[config.mk]
export PLATFORM = sky130hd
export DESIGN_NAME = mc_control_unit
export DESIGN_NICKNAME = d
export VERILOG_FILES = /design/src/rtl/mc_control_unit.sv
export SDC_FILE = /design/constraint.sdc
export NUM_CORES = 1
export LEC_CHECK = 0
export BUFFER_PORTS_ARGS = -buffer_cell sky130_fd_sc_hd__buf_2
export CAP_MARGIN = 10
export CELL_PAD_IN_SITES_DETAIL_PLACEMENT = 2
export CELL_PAD_IN_SITES_GLOBAL_PLACEMENT = 2
export CORE_MARGIN = 1.5
export CORE_UTILIZATION = 22
export CTS_BUF_LIST = sky130_fd_sc_hd__clkbuf_2
export CTS_CLUSTER_DIAMETER = 50
export DETAILED_ROUTE_END_ITERATION = 6
export HOLD_SLACK_MARGIN = 0.1
export PLACE_DENSITY_LB_ADDON = 0.1
export SYNTH_ARGS = -nofsm -noshare
export SYNTH_HDL_FRONTEND = slang
export SYNTH_SLANG_ARGS = --single-unit
[constraint.sdc]
create_clock -name clk -period 1.9 [get_ports clk]
set_input_delay 0.095 -clock clk [delete_from_list [all_inputs] [get_ports clk]]
set_output_delay 0.095 -clock clk [all_outputs]
set_load 0.02 [all_outputs]
[src/rtl/mc_control_unit.sv]
// Multicycle CPU control FSM: sequences fetch/decode/execute/memory/write-back
// and decodes the datapath mux selects and write enables from the state register.
module mc_control_unit (
  input  logic       clk,
  input  logic       reset,
  input  logic [5:0] opcode,
  input  logic [3:0] funct,
  input  logic       mem_ready,
  output logic [3:0] state,
  output logic [3:0] next_state,
  output logic       PCWrite,
  output logic       IRWrite,
  output logic       RegWrite,
  output logic       MemRead,
  output logic       MemWrite,
  output logic       MemtoReg,
  output logic       Branch,
  output logic       LUI,
  output logic       SWB,
  output logic       ALUSrcA,
  output logic [1:0] ALUSrcB,
  output logic [3:0] ALUOp,
  output logic [1:0] PCSource,
  output logic [2:0] BranchType,
  output logic       illegal_op,
  output logic       retire
);

  localparam logic [3:0] S_FETCH     = 4'd0;
  localparam logic [3:0] S_DECODE    = 4'd1;
  localparam logic [3:0] S_MEM_ADDR  = 4'd2;
  localparam logic [3:0] S_MEM_READ  = 4'd3;
  localparam logic [3:0] S_MEM_WB    = 4'd4;
  localparam logic [3:0] S_MEM_WRITE = 4'd5;
  localparam logic [3:0] S_EXEC_R    = 4'd6;
  localparam logic [3:0] S_ALU_WB    = 4'd7;
  localparam logic [3:0] S_EXEC_I    = 4'd8;
  localparam logic [3:0] S_BRANCH    = 4'd9;
  localparam logic [3:0] S_JUMP      = 4'd10;
  localparam logic [3:0] S_LUI_WB    = 4'd11;

  localparam logic [3:0] ALU_ADD = 4'h0;
  localparam logic [3:0] ALU_SUB = 4'h1;

  logic is_r, is_i, is_br, is_j, is_lw, is_sw, is_swb, is_lui, is_legal;

  always_comb begin
    is_r   = (opcode == 6'b000000);
    is_i   = (opcode[5:3] == 3'b001);
    is_br  = (opcode[5:2] == 4'b0001);
    is_j   = (opcode == 6'b000010);
    is_lw  = (opcode == 6'b100011);
    is_sw  = (opcode == 6'b101011);
    is_swb = (opcode == 6'b101000);
    is_lui = (opcode == 6'b010000);
    is_legal = is_r | is_i | is_br | is_j | is_lw | is_sw | is_swb | is_lui;
  end

  always_ff @(posedge clk or negedge reset) begin
    if (!reset) state <= S_FETCH;
    else        state <= next_state;
  end

  // mem_ready handshake: in FETCH, MEM_READ and MEM_WRITE the request is held
  // and the state does not advance until mem_ready=1 in that same cycle.
  always_comb begin
    next_state = S_FETCH;
    if (reset) begin
      case (state)
        S_FETCH:     next_state = mem_ready ? S_DECODE : S_FETCH;
        S_DECODE: begin
          if (is_lw || is_sw || is_swb) next_state = S_MEM_ADDR;
          else if (is_r)                next_state = S_EXEC_R;
          else if (is_i)                next_state = S_EXEC_I;
          else if (is_br)               next_state = S_BRANCH;
          else if (is_j)                next_state = S_JUMP;
          else if (is_lui)              next_state = S_LUI_WB;
          else                          next_state = S_FETCH;
        end
        S_MEM_ADDR:  next_state = is_lw ? S_MEM_READ : S_MEM_WRITE;
        S_MEM_READ:  next_state = mem_ready ? S_MEM_WB : S_MEM_READ;
        S_MEM_WB:    next_state = S_FETCH;
        S_MEM_WRITE: next_state = mem_ready ? S_FETCH : S_MEM_WRITE;
        S_EXEC_R:    next_state = S_ALU_WB;
        S_EXEC_I:    next_state = S_ALU_WB;
        S_ALU_WB:    next_state = S_FETCH;
        S_BRANCH:    next_state = S_FETCH;
        S_JUMP:      next_state = S_FETCH;
        S_LUI_WB:    next_state = S_FETCH;
        default:     next_state = S_FETCH;
      endcase
    end
  end

  // Everything is forced low while reset is asserted, even though state reads FETCH.
  always_comb begin
    PCWrite    = 1'b0;
    IRWrite    = 1'b0;
    RegWrite   = 1'b0;
    MemRead    = 1'b0;
    MemWrite   = 1'b0;
    MemtoReg   = 1'b0;
    Branch     = 1'b0;
    LUI        = 1'b0;
    SWB        = 1'b0;
    ALUSrcA    = 1'b0;
    ALUSrcB    = 2'd0;
    ALUOp      = ALU_ADD;
    PCSource   = 2'd0;
    BranchType = 3'd0;
    illegal_op = 1'b0;
    retire     = 1'b0;
    if (reset) begin
      case (state)
        S_FETCH: begin
          MemRead = 1'b1;
          IRWrite = mem_ready;
          PCWrite = mem_ready;
          ALUSrcB = 2'd1;
        end
        S_DECODE: begin
          ALUSrcB    = 2'd2;
          illegal_op = ~is_legal;
        end
        S_MEM_ADDR: begin
          ALUSrcA = 1'b1;
          ALUSrcB = 2'd2;
        end
        S_MEM_READ: MemRead = 1'b1;
        S_MEM_WB: begin
          RegWrite = 1'b1;
          MemtoReg = 1'b1;
          retire   = 1'b1;
        end
        S_MEM_WRITE: begin
          MemWrite = 1'b1;
          SWB      = is_swb;
          retire   = mem_ready;
        end
        S_EXEC_R: begin
          ALUSrcA = 1'b1;
          ALUOp   = funct;
        end
        S_EXEC_I: begin
          ALUSrcA = 1'b1;
          ALUSrcB = opcode[2] ? 2'd3 : 2'd2;
          ALUOp   = {1'b0, opcode[2:0]};
        end
        S_ALU_WB: begin
          RegWrite = 1'b1;
          retire   = 1'b1;
        end
        S_BRANCH: begin
          ALUSrcA    = 1'b1;
          ALUOp      = ALU_SUB;
          Branch     = 1'b1;
          PCSource   = 2'd1;
          BranchType = opcode[2:0];
          retire     = 1'b1;
        end
        S_JUMP: begin
          PCWrite  = 1'b1;
          PCSource = 2'd2;
          retire   = 1'b1;
        end
        S_LUI_WB: begin
          LUI      = 1'b1;
          RegWrite = 1'b1;
          retire   = 1'b1;
        end
        default: ;
      endcase
    end
  end

endmodule

==> results by group <==
Drt
  • Routed len/inst: 15.1 µm
  • DR DRC count: 0
  • Drt pass-1 iters: 4
  • Post-Route WL: 3.13 mm
  • Avg Vias per Cell: 5.05
  • Post-DRT Antenna Nets: 0
  • Vias: 1051
  • Iter 0 DRT Violations: 23

Finish
  • Largest registers: state: 4 flops
  • P&R area growth vs syn: 52.3%
  • Fin util: 34.8%
  • Cell area after layout: 1150 µm²
  • Largest reg by FF count: state
  • Max reg flops: 4
  • Fin nets: 177
  • Layout Cells excl Fill: 208
  • # diodes: 0
  • Fill count: 436
  • Share of cells above drive strength 1: 46.3%

Setup path
  • Startpoint types: flop
  • Crit-path slowest cell: dfrtp_2
  • Worst setup EP type: output port
  • WP data arrival: 1720 ps
  • Crit path largest cell delay: 450 ps
  • Worst EP required: 1800 ps
  • Cells along the critical path: buf_4 -> xnor2_1 -> nand2_1 -> nand3_1 -> a31oi_2 -> buf_2
  • Worst-case reg-to-reg path depth: 6
  • CP Max Fanout: 8
  • CP Class: flop to output port

Yosys
  • Avg Cell Area, Syn: 6.75 µm²
  • Netlist cell types: 44
  • Synth Register Bits: 4
  • Register area share after synthesis: 13.2%
  • Post-Syn Instances: 112
  • Ys async rst share: 100%
  • Netlist Area Pre-Place: 756 µm²
  • Yosys warns: 0
  • Number of flops mapped to enable cells by yosys: 0
  • Syn nets: 125
  • Dominant synthesized flop cell: dfrtp_1

Timing
  • Max Clock Skew: 0.341 ps
  • Final hold slack: 211 ps
  • Fin crit share: 95.4%
  • Count of final setup violators: 0
  • Maximum clock frequency: 551 MHz
  • RSZ-0062 raised after global routing: yes
  • Final hold viol count: 0
  • Tmin final: 1810 ps
  • Slew @ Worst Pin: 332 ps
  • Max-Slew Margin vs Limit: 77.6%
  • Max-slew violations: 0

Clock tree
  • Worst-path clk slew: 50 ps
  • Clock Root Buffer: clkbuf_2
  • TritonCTS clock tree: built
  • Worst-case clock buffer depth: 2
  • CTS Buf Count: 3
  • H-tree levels: 1
  • CTS sink cnt: 4
  • Clock latency on the worst-skew pair: 200 ps

Global routing
  • Antenna violations before repair: 0
  • Total gr overflow: 0
  • Largest net degree at the start of global routing: 16
  • Number of global-route vias before repair: 966
  • First-pass GRT wire length: 4.72 mm
  • Total Routing Usage GR: 16.3%

Placed design
  • DP HPWL: 2.37 mm
  • Post-DP Area: 1030 µm²
  • Port Buffers: 43
  • Final RePlAce weighted congestion: 0.751
  • Placed instance count: 196

Run status
  • Status: completed

Floorplanning
  • Ports: 44
  • Die area: 3800 µm²
  • Starting Density: 22.8%
  • Chip width: 61.6 µm
  • Die H: 61.6 µm
  • # rows: 21
  • Core area: 3310 µm²

Power and ir drop
  • PD cells: 311 nW/µm²
  • Leakage power: 0.000533 µW
  • Final total power: 357 µW
  • Worst ir drop on vdd: 0.112 mV

Hold path
  • Worst min-delay path class: input pin to flop
  • Depth of the worst hold-timing path: 2

Run
  • Max-Cap Viols: 0
## cell families (layout without fill, tap and decap cells)
| family | Yosys count | after routing | share of synthesized area, % |
|---|---|---|---|
| DFF | 4 | 4 | 13.2 |
| muxes | 3 | 3 | 4.47 |
| AOI/OAI and AO/OA | 28 | 28 | 24.0 |
| and+or+nand+nor | 61 | 61 | 46.7 |
| xor gates and xnor gates | 2 | 2 | 2.32 |
| buffers and inverters | 14 | 64 | 9.27 |
## per-stage QoR
stage | worst slack [ps] | TNS (ps)
detailed placement | 136 | 0
global placement | 199 | 0
finish | 86.5 | 0
floorplan | 132 | 0
global route | -62.2 | -155
CTS | 16.7 | 0
## report_power, final
group          internal, µW  leakage, µW  switching, µW
clock network          42.5    0.0000125           35.0
registers              89.4    0.0000501           6.78
logic                  68.7     0.000471            115
total                   201     0.000533            157
## metal layers
| layer | track usage [%] | part of all wire [%] | up-vias |
|---|---|---|---|
| li1 | - | - | 513 |
| met4 | 0 | 0 | 0 |
| met5 | 0 | 0 | - |
| met3 | 2.73 | 2.4 | 0 |
| met2 | 28.1 | 51 | 23 |
| met1 | 22.7 | 46 | 515 |
## placed cells by master (no fill, tap or decap), types with 4 or more instances in the layout
master,instances
buf_4,16
buf_2,40
nand2_1,8
a21oi_1,6
and2_1,5
nor3_1,7
o21ai_0,4
nor2_1,13
## synth_stat cells, drive strengths merged, types with 2 or more instances
library cell,number,share of area (%)
xnor2,2,2.3
clkbuf,4,2.0
a32oi,2,2.3
a211oi,2,2.0
nor4,4,5.3
nand2b,2,1.7
mux2,3,4.5
nor2,14,7.3
and3b,2,2.3
a21oi,6,4.0
nor4b,2,2.3
nor3,8,5.3
inv,3,1.5
and2,5,4.1
nand2,8,4.0
a31oi,2,1.7
dfrtp,4,13
o21ai,7,4.6
or2,3,2.5
nor2b,2,1.7
nand3,2,1.3
buf,7,5.8
or3,2,1.7
nor3b,2,2.0
## cell type report
cell class,count,area (µm²),area share (%)
multi-input combinational,94,626,54.3
timing repair buffer,58,338,29.3
sequential,4,104,9.02
tap,46,57.6,5.00
clock buffer,3,15.0,1.30
inverter,3,11.3,0.978
## final timing paths
check	endpoint	slack (ps)	from
worst max-delay path	next_state[1]	90	state[0]$_DFF_PN0_
worst min register to register	state[0]$_DFF_PN0_	760	state[1]$_DFF_PN0_
worst max register to register	state[1]$_DFF_PN0_	360	state[0]$_DFF_PN0_
min in group asynchronous	state[2]$_DFF_PN0_	300	reset
max in group asynchronous	state[3]$_DFF_PN0_	1430	reset
worst min-delay path	state[3]$_DFF_PN0_	210	opcode[5]
## worst max-delay path: cells and delay by family (launching register included)
family                    cells  cell delay, ps
AOI/OAI and AO/OA             1             230
xor gates and xnor gates      1             150
buffers and inverters         2             370
DFF                           1             450
and+or+nand+nor               2             300
## repair_timing
item / CTS / global route
buffers inserted: 3 / 5
resized for setup: 3 / 9
pin swaps: 0 / 1
hold buffers: 1 / 0
hold endpoints to repair: 4 / 0
endpoints found under the setup margin: 2 / 9
Power figures use the tool's default switching activity.
